$ cat config.mk
export PLATFORM = sky130hd
export DESIGN_NAME = ahb_mtx_arbiter_param
export DESIGN_NICKNAME = d
export VERILOG_FILES = /design/src/rtl/ahb_mtx_pkg.sv /design/src/rtl/ahb_mtx_burst_tracker.sv /design/src/rtl/ahb_mtx_arbiter_param.sv
export SDC_FILE = /design/constraint.sdc
export NUM_CORES = 1
export LEC_CHECK = 0
export BUFFER_PORTS_ARGS = -buffer_cell sky130_fd_sc_hd__buf_2
export CORE_MARGIN = 4
export CORE_UTILIZATION = 40
export DETAILED_ROUTE_END_ITERATION = 10
export PLACE_DENSITY_LB_ADDON = 0.12
export SLEW_MARGIN = 20
export SYNTH_ARGS = -nofsm -noshare
export SYNTH_HDL_FRONTEND = slang
export SYNTH_SLANG_ARGS = --single-unit
$ cat constraint.sdc
create_clock -name HCLK -period 4.8 [get_ports HCLK]
set_input_delay 0.24 -clock HCLK [delete_from_list [all_inputs] [get_ports HCLK]]
set_output_delay 0.24 -clock HCLK [all_outputs]
set_load 0.01 [all_outputs]
$ cat src/rtl/ahb_mtx_pkg.sv
// Shared AHB encodings and burst-tracker state for the bus-matrix output-stage arbiter.
package ahb_mtx_pkg;

    localparam logic [1:0] TRN_IDLE   = 2'b00;
    localparam logic [1:0] TRN_BUSY   = 2'b01;
    localparam logic [1:0] TRN_NONSEQ = 2'b10;
    localparam logic [1:0] TRN_SEQ    = 2'b11;

    localparam logic [2:0] BUR_SINGLE = 3'd0;
    localparam logic [2:0] BUR_INCR   = 3'd1;
    localparam logic [2:0] BUR_WRAP4  = 3'd2;
    localparam logic [2:0] BUR_INCR4  = 3'd3;
    localparam logic [2:0] BUR_WRAP8  = 3'd4;
    localparam logic [2:0] BUR_INCR8  = 3'd5;
    localparam logic [2:0] BUR_WRAP16 = 3'd6;
    localparam logic [2:0] BUR_INCR16 = 3'd7;

    localparam int unsigned ARB_RR    = 0;
    localparam int unsigned ARB_FIXED = 1;

    localparam int unsigned REMAIN_W = 4;
    localparam int unsigned EARLY_W  = 2;

    typedef struct packed {
        logic [REMAIN_W-1:0] remain;
        logic                hold;
        logic [EARLY_W-1:0]  early;
    } burst_state_t;

endpackage

$ cat src/rtl/ahb_mtx_burst_tracker.sv
// Tracks remaining beats of the granted burst and tells the arbiter whether to hold the grant.
module ahb_mtx_burst_tracker
    import ahb_mtx_pkg::*;
#(
    parameter int unsigned INCR_HOLD_BEATS  = 4,
    parameter int unsigned EARLY_INCR_LIMIT = 1
) (
    input  logic       HCLK,
    input  logic       HRESET,
    input  logic       HREADYM,
    input  logic       HSELM,
    input  logic [1:0] HTRANSM,
    input  logic [2:0] HBURSTM,
    output logic       next_hold_c
);

    burst_state_t         st_q;
    burst_state_t         st_d;
    logic [EARLY_W-1:0]   early_inc;

    always_comb begin
        st_d      = st_q;
        early_inc = st_q.early;
        // A NONSEQ arriving while still holding means the previous burst was cut short.
        if (st_q.hold && (HTRANSM == TRN_NONSEQ) && (st_q.early < EARLY_W'(EARLY_INCR_LIMIT)))
            early_inc = st_q.early + EARLY_W'(1);

        if (!HSELM || (HTRANSM == TRN_IDLE)) begin
            st_d.remain = '0;
            st_d.hold   = 1'b0;
        end else if (HTRANSM == TRN_SEQ) begin
            if (st_q.remain == '0) st_d.hold = 1'b0;
            else                   st_d.remain = st_q.remain - REMAIN_W'(1);
        end else if (HTRANSM == TRN_NONSEQ) begin
            case (HBURSTM)
                BUR_WRAP16, BUR_INCR16: begin st_d.remain = REMAIN_W'(14); st_d.hold = 1'b1; end
                BUR_WRAP8,  BUR_INCR8:  begin st_d.remain = REMAIN_W'(6);  st_d.hold = 1'b1; end
                BUR_WRAP4,  BUR_INCR4:  begin st_d.remain = REMAIN_W'(2);  st_d.hold = 1'b1; end
                BUR_INCR: begin
                    if (early_inc < EARLY_W'(EARLY_INCR_LIMIT)) begin
                        st_d.remain = REMAIN_W'(INCR_HOLD_BEATS - 2);
                        st_d.hold   = 1'b1;
                    end else begin
                        st_d.remain = '0;
                        st_d.hold   = 1'b0;
                    end
                end
                default: begin st_d.remain = '0; st_d.hold = 1'b0; end
            endcase
        end

        st_d.early = st_d.hold ? early_inc : '0;
    end

    always_ff @(posedge HCLK) begin
        if (HRESET)       st_q <= '0;
        else if (HREADYM) st_q <= st_d;
    end

    assign next_hold_c = st_d.hold;

endmodule

$ cat src/rtl/ahb_mtx_arbiter_param.sv
// Output-stage arbiter for one AHB matrix slave port: masked round-robin or fixed-priority
// grant selection with lock and burst hold, exposing the grant as index and one-hot.
module ahb_mtx_arbiter_param
    import ahb_mtx_pkg::*;
#(
    parameter int unsigned          NUM_PORTS        = 4,
    parameter logic [NUM_PORTS-1:0] PORT_MASK        = 4'b1101,
    parameter int unsigned          ARB_MODE         = 0,
    parameter int unsigned          INCR_HOLD_BEATS  = 4,
    parameter int unsigned          EARLY_INCR_LIMIT = 1,
    localparam int unsigned         PORT_W           = (NUM_PORTS > 1) ? $clog2(NUM_PORTS) : 1
) (
    input  logic                 HCLK,
    input  logic                 HRESET,
    input  logic [NUM_PORTS-1:0] req_port,
    input  logic                 HREADYM,
    input  logic                 HSELM,
    input  logic [1:0]           HTRANSM,
    input  logic [2:0]           HBURSTM,
    input  logic                 HMASTLOCKM,
    output logic [PORT_W-1:0]    addr_in_port,
    output logic                 no_port,
    output logic [NUM_PORTS-1:0] grant_onehot
);

    logic                 next_hold_c;
    logic [NUM_PORTS-1:0] req_m;
    logic [PORT_W-1:0]    addr_q, addr_d, low_idx, rr_idx;
    logic                 no_q, no_d, low_hit, rr_hit;
    logic [NUM_PORTS-1:0] oh_q, oh_d;
    int unsigned          rr_pos;

    ahb_mtx_burst_tracker #(
        .INCR_HOLD_BEATS  (INCR_HOLD_BEATS),
        .EARLY_INCR_LIMIT (EARLY_INCR_LIMIT)
    ) u_burst (
        .HCLK        (HCLK),
        .HRESET      (HRESET),
        .HREADYM     (HREADYM),
        .HSELM       (HSELM),
        .HTRANSM     (HTRANSM),
        .HBURSTM     (HBURSTM),
        .next_hold_c (next_hold_c)
    );

    assign req_m = req_port & PORT_MASK;

    always_comb begin
        addr_d  = addr_q;
        no_d    = no_q;
        low_idx = '0;
        low_hit = 1'b0;
        rr_idx  = '0;
        rr_hit  = 1'b0;
        rr_pos  = 0;

        for (int unsigned i = 0; i < NUM_PORTS; i++) begin
            if (req_m[PORT_W'(i)] && !low_hit) begin
                low_hit = 1'b1;
                low_idx = PORT_W'(i);
            end
        end

        // Rotating search starts after the current owner; the owner itself is visited last.
        for (int unsigned k = 1; k <= NUM_PORTS; k++) begin
            rr_pos = 32'(addr_q) + k;
            if (rr_pos >= NUM_PORTS) rr_pos = rr_pos - NUM_PORTS;
            if (req_m[PORT_W'(rr_pos)] && !rr_hit) begin
                rr_hit = 1'b1;
                rr_idx = PORT_W'(rr_pos);
            end
        end

        if (HMASTLOCKM || next_hold_c) begin
            addr_d = addr_q;
        end else if (no_q) begin
            if (low_hit) begin
                addr_d = low_idx;
                no_d   = 1'b0;
            end
        end else if (ARB_MODE == ARB_FIXED) begin
            if (low_hit) begin
                addr_d = low_idx;
                no_d   = 1'b0;
            end else if (!HSELM) begin
                no_d = 1'b1;
            end
        end else begin
            if (rr_hit) begin
                addr_d = rr_idx;
                no_d   = 1'b0;
            end else if (!HSELM) begin
                no_d = 1'b1;
            end
        end

        oh_d = no_d ? '0 : (NUM_PORTS'(1) << addr_d);
    end

    always_ff @(posedge HCLK) begin
        if (HRESET) begin
            addr_q <= '0;
            no_q   <= 1'b1;
            oh_q   <= '0;
        end else if (HREADYM) begin
            addr_q <= addr_d;
            no_q   <= no_d;
            oh_q   <= oh_d;
        end
    end

    assign addr_in_port = addr_q;
    assign no_port      = no_q;
    assign grant_onehot = oh_q;

endmodule

==> results.cfg <==
[worst_setup_path]
path_class = flop to flop
cp_num_buf_inv = 1
cp_slowest_stage_delay_ns = 0.42
r2r_cells = 8
worst_path_max_delay_cell = a221o_1
reg2reg_slack_ns = 2.40
timing.rr.end = grant_onehot[0]$_SDFFE_PP0P_
r2r-start = u_burst.st_q[0]$_SDFFE_PP0P_
arrival_ns = 2.62
crit_fanout = 5
critPathTopFamily = compound AO/OA/AOI/OAI gates
critPathLaunchType = flop
path_cells = inv_1 > ha_1 > and4b_4 > mux2i_1 > o31a_1 > a221o_1 > nor4_2 > a22o_1
endpoint_kind = flop
cp.required_ns = 5.03

[floorplanning]
die_area_sq_um = 3060
ios = 21
coreArea_sq_um = 2040
initial_core_util = 0.438
die_w_um = 55.3
fp-row-count = 16
die_h_um = 55.3

[sta]
fin_crit_sh = 0.499
max_freq_mhz = 417
fin_worst_skew_ns = 0.00195
rsz0062_at_grt = no
tightest_slew_ns = 0.680
slew_viol_final = 0
period_needed_ns = 2.40
finalSetupTns_ns = 0
hold_viol = 0
layout_setup_ws_ns = 2.40
max_slew_margin = 0.542
final-setup-viol-count = 0

[final_layout]
drive_gt1_frac = 0.250
area_delta_synth_final_pct = 17.2
antenna_cells = 0
layout_common_cells = buf_2 (19), nor2_1 (18), dfxtp_1 (14)
num-nets-final = 145
fin_util = 0.513
final_area_sq_um = 1050
layout_commonest_cell = buf_2

[detailed_routing]
drt_iter0_markers = 22
vias_per_cell = 5.35
vias = 829
firstDrtPassIters = 4
drc = 0
routed_wl_mm = 1.94
post_drt_wl_per_cell_um = 12.5
ant_nets = 0

[grt]
grt_max_degree = 13
grt_pass1_vias = 721
grt-ovfl-total = 0
grt_pass1_wl_mm = 3.30
grt_use_total = 0.132
antenna_found_initial = 0

[synth]
ys_seq_elements = 14
synth_edf_count = 0
postSynthAreaPerCell_sq_um = 8.28
synthFlopType = dfxtp_1
syn-cell-area_sq_um = 895
ys_seq_area_frac = 0.313
syn_inst = 108
async_reset_ff_frac = 0
yosysWarnings = 0
syn-num-nets = 124
synth.distinct_cells = 38

[cts]
cts_resized = 0
cts_setup_buffers = 0
cts_buffer_depth = 2
clock-sinks = 14
cts_hold_buf = 0
ctsHtreeMaxLevel = 1
cts_tree = yes
cts_made_buffers = 3
root_buffer = clkbuf_4
clk_latency_ns = 0.28
clk_pin_slew_ns = 0.09

[hold_path]
hold_class = input port to flop
hold_depth = 2
hold_end = u_burst.st_q[6]$_SDFFE_PP0P_
min-delay-start = HRESET

[run_status]
status = completed

[pwr]
peakVddDrop_v = 0.000183
leakage_uw = 0.000451
p_per_area_nw_per_um2 = 251

[place]
dp_slack_ns = 2.45
gp_congestion = 0.873
port_buffers = 19
placed_area_sq_um = 1010
place.detailed.hpwl_mm = 1.52

[job]
drv_cap = 0
-- state kept, by name (all words and copies together) (netlist names) --
register      cells
addr_in_port      2
grant_onehot      4
no_port           1
u_burst.st_q      7
-- worst max-delay path by stage --
| stage | slack, ns | cells past startpoint | from | to |
|---|---|---|---|---|
| floorplan | 2.67 | 8 | u_burst.st_q[0]$_SDFFE_PP0P_ | grant_onehot[0]$_SDFFE_PP0P_ |
| global placement | 2.47 | 8 | u_burst.st_q[0]$_SDFFE_PP0P_ | grant_onehot[0]$_SDFFE_PP0P_ |
| detailed placement | 2.45 | 8 | u_burst.st_q[0]$_SDFFE_PP0P_ | grant_onehot[0]$_SDFFE_PP0P_ |
| CTS | 2.41 | 8 | u_burst.st_q[0]$_SDFFE_PP0P_ | grant_onehot[0]$_SDFFE_PP0P_ |
| global route | 2.26 | 8 | u_burst.st_q[0]$_SDFFE_PP0P_ | grant_onehot[0]$_SDFFE_PP0P_ |
| finish | 2.40 | 8 | u_burst.st_q[0]$_SDFFE_PP0P_ | grant_onehot[0]$_SDFFE_PP0P_ |
-- Yosys cell counts (all sizes together), types with 2 or more instances --
library cell,count,share of area
mux2i,7,0.078
dfxtp,14,0.31
clkbuf,3,0.013
ha,2,0.028
nor3,3,0.017
inv,7,0.029
nand3,2,0.011
nand2b,4,0.028
nor2,18,0.076
a21oi,5,0.028
o21ai,3,0.017
nand2,6,0.025
nand3b,3,0.025
a22oi,2,0.017
or3,2,0.014
a22o,4,0.039
a221o,2,0.022
nor4,2,0.021
-- final cells by class --
class	count	area [sq um]
fillers	210	993
multi-input cells	84	577
flip-flops and latches	14	280
repair buffers	19	95.1
clock buffers	4	36.3
well taps	27	33.8
inverters	7	26.3
-- cells by family (layout without fill, tap and decap cells) --
family / Yosys count / in the layout / share of synthesized area
flops: 14 / 14 / 0.313
mux: 7 / 7 / 0.0783
xor+xnor: 1 / 1 / 0.00979
fa+ha+maj: 2 / 2 / 0.0280
simple gates: 47 / 47 / 0.302
compound gates: 27 / 27 / 0.227
buf+inv: 10 / 30 / 0.0420
-- power breakdown --
group | total (uW) | switching, uW | leakage, uW | internal [uW]
Sequential | 125 | 4.82 | 0.000114 | 121
Combinational | 52.5 | 28.9 | 0.000316 | 23.6
Clock | 85.8 | 39.6 | 0.0000210 | 46.2
-- metrics by stage --
step                      total power, uW  hold WS (ns)  instances
after floorplan                       163         0.464        108
after global placement                180         0.459        151
after detailed placement              180         0.459        151
after CTS                             266         0.271        155
after global routing                  277         0.285        155
final                                 264         0.282        155
-- metal layers --
layer / up-vias / GRT usage / part of all wire
met5: - / 0 / 0
met4: 0 / 0.0729 / 0.021
met3: 5 / 0.0396 / 0.049
met2: 15 / 0.171 / 0.39
met1: 370 / 0.191 / 0.54
li1: 439 / - / -
(Power assumes the default switching activity.)
